## src/rtl/mac_pkg.sv

```systemverilog
// Shared widths, beat tag and saturation-bound helpers for the streaming
// dot-product engine and its lane tree.
package mac_pkg;

  function automatic int clog2(input int v);
    int r;
    r = 0;
    while ((1 << r) < v) r = r + 1;
    return r;
  endfunction

  // Product width (PW) and lane-sum width (SW).
  function automatic int prod_width(input int w);
    return 2 * w;
  endfunction

  function automatic int sum_width(input int w, input int lanes);
    return 2 * w + clog2(lanes);
  endfunction

  // Bit patterns of the accumulator bounds, to be sized down to ACCW (< 64).
  function automatic logic [63:0] sat_max(input int accw, input logic sgn);
    return sgn ? ((64'd1 << (accw - 1)) - 64'd1) : ((64'd1 << accw) - 64'd1);
  endfunction

  function automatic logic [63:0] sat_min(input int accw, input logic sgn);
    return sgn ? (64'd1 << (accw - 1)) : 64'd0;
  endfunction

  typedef struct packed {
    logic first;
    logic last;
    logic signed_mode;
    logic sat_en;
  } beat_tag_t;

endpackage

```

## src/rtl/mac_lane_tree.sv

```systemverilog
// Combinational LANES-wide multiply followed by a binary adder tree.
// Operands are sign- or zero-extended according to signed_mode.
module mac_lane_tree
  import mac_pkg::*;
#(
  parameter int W     = 8,
  parameter int LANES = 4
) (
  input  logic                             signed_mode,
  input  logic [LANES*W-1:0]               a,
  input  logic [LANES*W-1:0]               x,
  output logic [sum_width(W, LANES)-1:0]   sum
);

  localparam int PW = prod_width(W);
  localparam int SW = sum_width(W, LANES);

  // Heap-ordered tree: leaves at [LANES .. 2*LANES-1], root at index 1.
  logic [SW-1:0] node [1:2*LANES-1];

  for (genvar i = 0; i < LANES; i++) begin : g_lane
    logic [PW-1:0] ae;
    logic [PW-1:0] xe;
    logic [PW-1:0] p;

    // Operands pre-extended to PW so the low PW product bits are exact
    // for both signed and unsigned interpretation.
    assign ae = {{W{signed_mode & a[i*W+W-1]}}, a[i*W +: W]};
    assign xe = {{W{signed_mode & x[i*W+W-1]}}, x[i*W +: W]};
    assign p  = ae * xe;

    if (SW > PW) begin : g_ext
      assign node[LANES+i] = {{(SW-PW){signed_mode & p[PW-1]}}, p};
    end else begin : g_noext
      assign node[LANES+i] = p;
    end
  end

  for (genvar k = 1; k < LANES; k++) begin : g_tree
    assign node[k] = node[2*k] + node[2*k+1];
  end

  assign sum = node[1];

endmodule

```

## src/rtl/mac_dot_stream.sv

```systemverilog
// Streaming multi-lane dot-product engine: stage 1 registers the lane sum
// with first/last tags, stage 2 accumulates with optional saturation.
module mac_dot_stream
  import mac_pkg::*;
#(
  parameter int W     = 8,
  parameter int LANES = 4,
  parameter int ACCW  = 24,
  parameter int NMAX  = 1024
) (
  input  logic                      clk,
  input  logic                      rst,
  input  logic                      in_valid,
  input  logic                      flush,
  input  logic [clog2(NMAX+1)-1:0]  len,
  input  logic                      signed_mode,
  input  logic                      sat_en,
  input  logic [LANES*W-1:0]        a,
  input  logic [LANES*W-1:0]        x,
  output logic [ACCW-1:0]           y,
  output logic                      y_valid,
  output logic                      ovf
);

  localparam int SW = sum_width(W, LANES);
  localparam int CW = clog2(NMAX + 1);

  localparam logic [ACCW-1:0] S_MAX = ACCW'(sat_max(ACCW, 1'b1));
  localparam logic [ACCW-1:0] S_MIN = ACCW'(sat_min(ACCW, 1'b1));
  localparam logic [ACCW-1:0] U_MAX = ACCW'(sat_max(ACCW, 1'b0));

  // Handshake: a beat transfers on every rising edge with in_valid=1 and
  // flush=0; there is no ready, and y_valid is a single-cycle pulse with
  // no backpressure.

  logic [CW-1:0]   cnt;
  logic [CW-1:0]   len_q;
  logic            mode_q;
  logic            sat_q;
  logic            s1_valid;
  logic [SW-1:0]   s1_sum;
  beat_tag_t       s1_tag;
  logic [ACCW-1:0] acc;
  logic            sticky;

  logic            first;
  logic            last;
  logic [CW-1:0]   cur_len;
  logic [CW-1:0]   eff_len;
  logic            cur_mode;
  logic            cur_sat;
  logic [SW-1:0]   lane_sum;

  // Configuration comes live on the first beat, latched thereafter.
  always_comb begin
    first    = (cnt == '0);
    cur_len  = first ? len : len_q;
    cur_mode = first ? signed_mode : mode_q;
    cur_sat  = first ? sat_en : sat_q;
    eff_len  = (cur_len == '0) ? CW'(1) : cur_len;
    last     = (cnt == eff_len - CW'(1));
  end

  mac_lane_tree #(
    .W     (W),
    .LANES (LANES)
  ) u_tree (
    .signed_mode (cur_mode),
    .a           (a),
    .x           (x),
    .sum         (lane_sum)
  );

  always_ff @(posedge clk or posedge rst) begin
    if (rst) begin
      cnt      <= '0;
      len_q    <= '0;
      mode_q   <= 1'b0;
      sat_q    <= 1'b0;
      s1_valid <= 1'b0;
      s1_sum   <= '0;
      s1_tag   <= '0;
    end else if (flush) begin
      cnt      <= '0;
      s1_valid <= 1'b0;
    end else if (in_valid) begin
      s1_valid <= 1'b1;
      s1_sum   <= lane_sum;
      s1_tag   <= '{first: first, last: last, signed_mode: cur_mode, sat_en: cur_sat};
      cnt      <= last ? '0 : cnt + CW'(1);
      if (first) begin
        len_q  <= len;
        mode_q <= signed_mode;
        sat_q  <= sat_en;
      end
    end else begin
      s1_valid <= 1'b0;
    end
  end

  logic [ACCW:0]   sum_ext;
  logic [ACCW:0]   base_ext;
  logic [ACCW:0]   total;
  logic            over;
  logic [ACCW-1:0] clamp;
  logic [ACCW-1:0] result;

  // One guard bit above ACCW exposes overflow for both modes.
  always_comb begin
    sum_ext  = {{(ACCW+1-SW){s1_tag.signed_mode & s1_sum[SW-1]}}, s1_sum};
    base_ext = s1_tag.first ? '0 : {s1_tag.signed_mode & acc[ACCW-1], acc};
    total    = base_ext + sum_ext;
    over     = s1_tag.signed_mode ? (total[ACCW] ^ total[ACCW-1]) : total[ACCW];
    clamp    = s1_tag.signed_mode ? (total[ACCW] ? S_MIN : S_MAX) : U_MAX;
    result   = (over && s1_tag.sat_en) ? clamp : total[ACCW-1:0];
  end

  always_ff @(posedge clk or posedge rst) begin
    if (rst) begin
      acc     <= '0;
      sticky  <= 1'b0;
      y       <= '0;
      y_valid <= 1'b0;
      ovf     <= 1'b0;
    end else if (flush) begin
      acc     <= '0;
      sticky  <= 1'b0;
      y_valid <= 1'b0;
    end else if (s1_valid) begin
      if (s1_tag.last) begin
        y       <= result;
        ovf     <= sticky | over;
        y_valid <= 1'b1;
        sticky  <= 1'b0;
      end else begin
        acc     <= result;
        sticky  <= sticky | over;
        y_valid <= 1'b0;
      end
    end else begin
      y_valid <= 1'b0;
    end
  end

endmodule

```

## config.mk

```make
export PLATFORM = sky130hd
export DESIGN_NAME = mac_dot_stream
export DESIGN_NICKNAME = d
export VERILOG_FILES = /design/src/rtl/mac_pkg.sv /design/src/rtl/mac_lane_tree.sv /design/src/rtl/mac_dot_stream.sv
export SDC_FILE = /design/constraint.sdc
export NUM_CORES = 1
export LEC_CHECK = 0
export ABC_CLOCK_PERIOD_IN_PS = 15400
export BUFFER_PORTS_ARGS = -buffer_cell sky130_fd_sc_hd__buf_2
export CAP_MARGIN = 10
export CELL_PAD_IN_SITES_DETAIL_PLACEMENT = 0
export CELL_PAD_IN_SITES_GLOBAL_PLACEMENT = 1
export CORE_MARGIN = 5
export CORE_UTILIZATION = 54
export CTS_CLUSTER_SIZE = 10
export DETAILED_ROUTE_END_ITERATION = 10
export GPL_TIMING_DRIVEN = 0
export PLACE_DENSITY_LB_ADDON = 0.1
export SYNTH_ARGS = -nofsm -noshare
export SYNTH_HDL_FRONTEND = slang
export SYNTH_HIERARCHICAL = 1
export SYNTH_SLANG_ARGS = --single-unit
```

## constraint.sdc

```tcl
create_clock -name clk -period 15.4 [get_ports clk]
set_clock_uncertainty 0.15 [all_clocks]
set_input_delay 0.77 -clock clk [delete_from_list [all_inputs] [get_ports clk]]
set_output_delay 0.77 -clock clk [all_outputs]
set_load 0.01 [all_outputs]
```

==> flow_summary.toml, run 1 <==
[global_routing]
busiest_layer = "met2"
met2_usage_pct = 42.2
grt_use_met3_pct = 1.62
met1_usage_pct = 30.6
antenna_found_initial = 0
track_usage_pct = 23.2
grt_overflow_total = 0
grt_first_pass_wirelength_mm = 74.4
grt_max_degree = 63
grt_pass1_vias = 15000

[timing]
period_needed_ns = 10.43
hold_viol_final = 0
fmax_mhz = 95.9
setup_viol = 0
drv_slew = 0
setup_tns_ns = 0
rsz0062_at_grt = "false"
tightestPinTransition_ns = 0.919
max_slew_margin_pct = 38.8
final.period_utilization_pct = 67.7

[layout]
fin_area_sq_um = 20000
final_common_cell = "inv_1"
layout.nets = 2737
drive_gt1_share_pct = 7.19
syn2layout_area_growth_pct = 6.54
antennaDiodeCount = 0
mostFrequentLayoutCells = "356 x inv_1, 292 x nand2_1, 287 x fa_1"

[worst_setup_path]
arrival_ns = 10.57
worst_setup_path_end_kind = "flip-flop"
path_class = "flip-flop to flip-flop"
slowest_stage = "clkbuf_1"
startpoint_type = "flip-flop"
critPathMaxFanout = 10
cp.required_ns = 15.54
r2r-start = "cnt[8]"
cp_common_cell = "fa_1"
critPathMaxStageDelay_ns = 0.74
crit_start = "cnt[8]"

[drt]
drt-initial-drc-count = 574
vias_per_cell = 5.42
wl_mm = 43.3
firstDrtPassIters = 7
wl_per_cell_um = 16.3
drc = 0
postRouteAntennaNets = 0
vias = 14400

[floorplan]
chipWidth_um = 196
core-area_sq_um = 34500
die-area_sq_um = 38600
rows = 68
io_pins = 107
fp.dieH_um = 196
start_util_pct = 54.5

[clocking]
clk_path_buf_depth = 2
hold_buffers = 0
htreeDepth = 3
post-cts-setup-buffers = 0
clk_pin_slew_ns = 0.07
cts.sinks = 96
cts-root-buf = "clkbuf_16"
ctsResizeCount = 0
cts_tree = "built"
clk_latency_ns = 0.36
cts-buffers-inserted = 9

[synthesis]
ys_types = 82
ys_warn_count = 6
synth_edf_count = 0
synth_ff_type = "dfrtp_1"
syn_inst = 2115
yosysTopAreaCell = "fa_1"
ys_seq_area_share_pct = 12.8
syn-num-nets = 2659
avgSynthCellArea_sq_um = 8.88
async_reset_ff_share_pct = 100
yosysTopAreaCellShare_pct = 30.6
netlist_area_sq_um = 18800
ys_ff_latch = 96
synth_area_leaders = "fa_1 31%, dfrtp_1 13%, ha_1 12%"

[placed_design]
placedInstanceArea_sq_um = 19700
io_buffers = 66
hpwlAfterDp_mm = 36.4
gp_congestion = 0.870

[run]
drv_cap = 0

[run_status]
status = "finished clean"

[worst_hold_path]
min_path_type = "input port to async pin"
[worst paths after layout]
check,to,slack (ns),cells past startpoint
max reg2reg,s1_sum[17],4.97,35
max,s1_sum[17],4.97,35
max in group asynchronous,s1_sum[3],14.17,3
min,ovf,0.28,2
min reg2reg,acc[19],0.34,2
min in group clk,acc[19],0.34,2
[worst max-delay path, delay by kind of cell (launching register included)]
kind            cells  cell delay (ns)
buf+inv            10             2.80
flops               1             0.36
compound gates      8             1.64
xor+xnor            2             0.49
simple gates        6             1.26
fa+ha+maj           9             3.64
[Yosys cell counts, types with 11 or more instances]
cell type,instances
a211oi_1,11
a21o_1,23
a21oi_1,78
a31oi_1,20
and2_1,109
and3_1,19
buf_2,13
clkbuf_1,66
dfrtp_1,96
fa_1,287
ha_1,176
inv_1,357
mux2_2,15
mux2i_1,20
nand2_1,292
nand2b_1,12
nand3_1,25
nand4_1,14
nor2_1,76
nor2b_1,31
nor3_1,26
o211ai_1,19
o21ai_0,36
o21ai_1,15
o21bai_1,12
or2_2,16
xnor2_1,83
xor2_1,32
[area by class of cell]
type	instances	area, sq um
clock inverter	6	58.8
clock buffer	10	239
fill	3212	14500
tap	455	569
inverter	359	1350
multi-input combinational	1576	14700
timing repair buffer	67	358
sequential	96	2400
buffer	84	354
[flip-flops by register name, indices dropped and copies added, names as in the netlist]
name      count
cnt          11
s1_tag        4
y_valid       1
s1_valid      1
ovf           1
acc          24
len_q        11
sticky        1
y            24
s1_sum       18
[through the flow]
step                cells  utilization, %  setup WS (ns)  hold WS (ns)
floorplan            2115               -           6.77         0.300
global placement     2636            57.1           4.94         0.315
detailed placement   2637            57.2           4.91         0.321
CTS                  2653            58.1           4.84         0.294
global route         2653            58.1           4.35         0.319
finish               2653            58.1           4.97         0.278
[layer usage]
layer  routed length (um)  share of wire, %
met5                    0                 0
met4                  715               1.7
met3                 1430               3.3
met2                22300                52
met1                18800                43
[logic make-up after synthesis]
group / count (synthesis) / share of synthesized area [%]
compound gates: 285 / 10.1
xor+xnor: 120 / 5.89
fa+ha+maj: 463 / 42.3
buf+inv: 443 / 9.06
flops: 96 / 12.8
mux: 36 / 2.05
simple gates: 672 / 17.8
Power of run 1 is not shown: default switching activity piles up to over one toggle a cycle in this logic, so the estimate is an artifact.
==> inputs of run 2 (changes only) <==
--- a/config.mk
+++ b/config.mk
@@ -5,13 +5,13 @@
 export SDC_FILE = /design/constraint.sdc
 export NUM_CORES = 1
 export LEC_CHECK = 0
-export ABC_CLOCK_PERIOD_IN_PS = 15400
+export ABC_CLOCK_PERIOD_IN_PS = 8500
 export BUFFER_PORTS_ARGS = -buffer_cell sky130_fd_sc_hd__buf_2
 export CAP_MARGIN = 10
 export CELL_PAD_IN_SITES_DETAIL_PLACEMENT = 0
 export CELL_PAD_IN_SITES_GLOBAL_PLACEMENT = 1
 export CORE_MARGIN = 5
-export CORE_UTILIZATION = 54
+export CORE_UTILIZATION = 45
 export CTS_CLUSTER_SIZE = 10
 export DETAILED_ROUTE_END_ITERATION = 10
 export GPL_TIMING_DRIVEN = 0
==> constraint.sdc (replaced) <==
create_clock -name clk -period 8.5 [get_ports clk]
set_clock_uncertainty 0.15 [all_clocks]
set_input_delay 0.425 -clock clk [delete_from_list [all_inputs] [get_ports clk]]
set_output_delay 0.425 -clock clk [all_outputs]
set_load 0.01 [all_outputs]
==> run 2 against run 1 <==
The run now ends with negative setup slack left. Wire length grew 7.8%. Maximum frequency increased by 21%. Utilization is 6.7 points lower. Global-route usage decreased by 2.5 points. Die area up 19%. Clock-buffer cell count is the same. First-iteration DRC count up 19%. Cell area increased by 5.2%. Worst hold slack lost 0.28 ns. Sequential cell count unchanged. Register-to-register slack lost 5.1 ns. Non-clock buffer count increased by 43. Critical path type unchanged. Critical endpoint unchanged. Largest cell class unchanged. Highest routed layer unchanged.
==> flow_summary.toml, run 2 (same netlist as run 1, synthesis figures left out) <==
[worst_setup_path]
critPathBufInv = 9
cp.required_ns = 8.65
critPathMaxStageDelay_ns = 0.54
crit_start = "cnt[2]"
r2r-start = "cnt[2]"
critPathMaxFanout = 8
cp_top_family = "adder cells"
path_class = "flip-flop to flip-flop"
cp_common_cell = "fa_1"
arrival_ns = 8.75
startpoint_type = "flip-flop"
worst_setup_path_end_kind = "flip-flop"
slowest_stage = "or4_4"

[worst_hold_path]
min_path_type = "input port to async pin"

[layout]
antennaDiodeCount = 0
mostFrequentLayoutCells = "345 x inv_1, 282 x nand2_1, 282 x fa_1"
largest_registers = "acc: 24 flops, y: 24 flops, s1_sum: 18 flops"
syn2layout_area_growth_pct = 12.1
layout.nets = 2780
drive_gt1_share_pct = 13.1
final_common_cell = "inv_1"

[run_status]
violations = "negative setup slack"
status = "finished with violations"

[clocking]
htreeDepth = 3
cts-buffers-inserted = 9
hold_buffers = 0
cts.sinks = 96
clk_path_buf_depth = 2
clk_pin_slew_ns = 0.07
clk_latency_ns = 0.36
cts-root-buf = "clkbuf_16"
cts_tree = "built"

[timing]
max_slew_margin_pct = 54.2
fmax_mhz = 116
hold_slack_ns = 0.0000328
fin_ws_ns = -0.102
tightestPinTransition_ns = 0.682
drv_slew = 0
rsz0062_at_grt = "true"
final.period_utilization_pct = 101
setup_viol = 2
hold_viol_final = 0
period_needed_ns = 8.60

[floorplan]
chipWidth_um = 214
io_pins = 107
rows = 74
start_util_pct = 45.8
core-area_sq_um = 41000
die-area_sq_um = 45900
fp.dieH_um = 214

[global_routing]
track_usage_pct = 20.7
grt_pass1_vias = 15400
grt_first_pass_wirelength_mm = 78.9
grt_overflow_total = 0
antenna_found_initial = 0
grt_max_degree = 54

[drt]
wl_mm = 46.7
drc = 0
vias_per_cell = 5.27
drt-initial-drc-count = 683
postRouteAntennaNets = 0
firstDrtPassIters = 5
wl_per_cell_um = 16.8
vias = 14600

[placed_design]
io_buffers = 66
hpwlAfterDp_mm = 38.2
gp_congestion = 0.869

[run]
drv_cap = 0
-- run 2: changes by cell type in the layout (fill, tap and decap cells not counted), moves of 7 or more --
cell,delta
buf_4,+43
ha_1,-15
ha_4,+12
inv_1,-11
inv_2,+10
nand2_1,-10
a21oi_1,-7
o21ai_2,+7
-- run 2: area by class of cell --
type,instances,area [sq um]
Multi-Input combinational cell,1576,15200
Clock inverter,6,77.6
Clock buffer,10,229
Tap cell,532,666
Timing Repair Buffer,114,746
Sequential cell,96,2410
Inverter,359,1350
Buffer,80,380
Fill cell,3984,20000
-- run 2: worst reg2reg max path, delay by kind of cell (launching register included) --
family,cells,cell delay (ns)
compound gates,6,0.85
xor+xnor,1,0.26
fa+ha+maj,9,4.08
buf+inv,9,0.83
flops,1,0.37
mux,1,0.24
simple gates,11,1.77
-- run 2: timing repair --
item	in CTS	in global routing
endpoints found under the setup margin	9	7
cloned	1	0
gates resized for setup	79	38
pin swaps	48	53
buffers inserted	28	18
-- run 2: final timing paths --
check	slack, ns	depth (start not counted)	to
worst min-delay path	0.00003	2	cnt[7]
min in group clk	0.16	2	s1_tag[0]
worst max register to register	-0.10	37	s1_sum[17]
worst min register to register	0.34	2	s1_sum[15]
max in group asynchronous	7.54	3	acc[23]
worst max-delay path	-0.10	37	s1_sum[17]
-- run 2: metrics by stage --
| step | cells | instance area (sq um) | TNS (ns) | worst slack [ns] | util [%] |
|---|---|---|---|---|---|
| 2_1_floorplan | 2115 | 18800 | 0 | 0.00253 | - |
| 3_3_place_gp | 2713 | 19800 | -7.45 | -1.59 | 48.3 |
| 3_5_place_dp | 2714 | 19900 | -7.58 | -1.59 | 48.4 |
| 4_1_cts | 2757 | 20700 | -0.275 | -0.180 | 50.6 |
| 5_1_grt | 2773 | 21100 | -1.27 | -0.534 | 51.3 |
| 6_report | 2773 | 21100 | -0.137 | -0.102 | 51.3 |
-- run 2: layer usage --
layer	global-route usage, %	vias to the layer above	part of all wire [%]
met2	37.6	223	52
met4	4.02	0	1.6
met3	1.30	37	2.6
li1	-	7050	-
met1	27.5	7290	44
met5	0	-	0
Power of run 2 is left out for the same reason.
==> inputs of run 3 (changes only) <==
--- a/config.mk
+++ b/config.mk
@@ -12,6 +12,7 @@
 export CELL_PAD_IN_SITES_GLOBAL_PLACEMENT = 1
 export CORE_MARGIN = 5
 export CORE_UTILIZATION = 45
+export CTS_BUF_LIST = sky130_fd_sc_hd__clkbuf_8
 export CTS_CLUSTER_SIZE = 10
 export DETAILED_ROUTE_END_ITERATION = 10
 export GPL_TIMING_DRIVEN = 0
==> run 3 against run 2 <==
The flow still finishes with violations (negative setup slack). Worst hold slack better by 0.14 ns. Register-to-register slack about the same. Final cell count about the same. Maximum frequency about the same. Worst setup slack worse by 0.0020 ns. Critical path depth unchanged. Die area unchanged. Clock-buffer cell count down 1. Via count down 0.16%. Cell area down 0.43%.
==> flow_summary.toml, run 3 (same netlist as run 1, synthesis figures left out) <==
[global_routing]
grt_overflow_total = 0
track_usage_pct = 20.7
grt_max_degree = 54
grt_first_pass_wirelength_mm = 79.0
antenna_found_initial = 0
grt_pass1_vias = 15500

[run_status]
status = "finished with violations"
violations = "negative setup slack"

[floorplan]
rows = 74
die-area_sq_um = 45900
fp.dieH_um = 214
core-area_sq_um = 41000
start_util_pct = 45.8
chipWidth_um = 214
io_pins = 107

[placed_design]
gp_congestion = 0.869
hpwlAfterDp_mm = 38.2
io_buffers = 66
place_inst = 2714

[layout]
final_common_cell = "inv_1"
antennaDiodeCount = 0
drive_gt1_share_pct = 13.1
largest_registers = "acc: 24 flops, y: 24 flops, s1_sum: 18 flops"
layout.nets = 2781
final_cells = 2774
syn2layout_area_growth_pct = 11.6
mostFrequentLayoutCells = "346 x inv_1, 282 x nand2_1, 282 x fa_1"

[worst_setup_path]
arrival_ns = 8.78
slowest_stage = "or4_4"
worst_setup_path_end_kind = "flip-flop"
cp_common_cell = "fa_1"
startpoint_type = "flip-flop"
r2r_end = "s1_sum[17]"
cp.required_ns = 8.68
r2r_slack_ns = -0.10
r2r_cells = 37
path_class = "flip-flop to flip-flop"
cp_top_family = "adder cells"
critPathMaxFanout = 8
critPathMaxStageDelay_ns = 0.54
critPathBufInv = 9
r2r-start = "cnt[2]"

[run]
drv_cap = 0

[drt]
vias_per_cell = 5.25
firstDrtPassIters = 5
drc = 0
vias = 14600
drt-initial-drc-count = 659
wl_per_cell_um = 16.9
wl_mm = 46.8
postRouteAntennaNets = 0

[timing]
drv_slew = 0
tightestPinTransition_ns = 0.682
fin_ws_ns = -0.104
fmax_mhz = 116
setup_viol = 2
rsz0062_at_grt = "true"
hold_slack_ns = 0.137
max_slew_margin_pct = 54.2
final.period_utilization_pct = 101
hold_viol_final = 0
period_needed_ns = 8.60

[clocking]
cts_tree = "built"
cts-root-buf = "clkbuf_8"
htreeDepth = 3
clk_latency_ns = 0.38
clk_path_buf_depth = 2
cts.sinks = 96
clk_pin_slew_ns = 0.10
cts-buffers-inserted = 9

[worst_hold_path]
holdPathEnd = "s1_tag[0]"
min_path_type = "input port to flip-flop"
hold_path_depth = 2
hold_start = "sat_en"
[run 3: changes by cell type in the layout (fill, tap and decap cells not counted), sizes merged]
cell         delta
inv             +1
clkbuf          -1
dlygate4sd3     +1
[run 3: stage by stage]
stage                     setup TNS [ns]  setup slack (ns)  area, sq um  utilization (%)
after floorplan                        0           0.00253        18800                -
after global placement             -7.45             -1.59        19800             48.3
after detailed placement           -7.58             -1.59        19900             48.4
after CTS                         -0.276            -0.181        20600             50.3
after global routing               -1.27            -0.535        21000             51.1
final                             -0.142            -0.104        21000             51.1
[run 3: area by class of cell]
cell class              count  area, sq um
inverters                 359         1350
flip-flops and latches     96         2410
repair buffers            115          756
clock buffers               9          124
clock inverters             7         81.3
well taps                 532          666
fillers                  3994        20100
multi-input cells        1576        15200
plain buffers              80          380
[run 3: what timing repair did]
item                                    CTS  global route
hold endpoints to repair                 43             0
cloned                                    1             0
resized for setup                        79            38
pin swaps                                48            53
setup buffers                            28            18
endpoints found under the setup margin    9             7
hold buffers                              1             0
[run 3: worst max path at each step]
stage,from,end,slack (ns),cells past startpoint
floorplan,cnt[2],s1_sum[17],0.003,36
global placement,cnt[3],s1_sum[17],-1.59,36
detailed placement,cnt[3],s1_sum[17],-1.59,36
CTS,cnt[7],s1_sum[17],-0.18,38
global route,cnt[3],s1_sum[17],-0.53,36
finish,cnt[2],s1_sum[17],-0.10,37
[run 3: routing by layer]
layer | track usage [%] | vias to the layer above | routed length [um]
li1 | - | 7054 | -
met1 | 27.4 | 7283 | 21000
met2 | 37.6 | 204 | 24000
met3 | 1.36 | 36 | 1030
met4 | 4.06 | 0 | 722
met5 | 0 | - | 0
Power of run 3 is left out for the same reason.
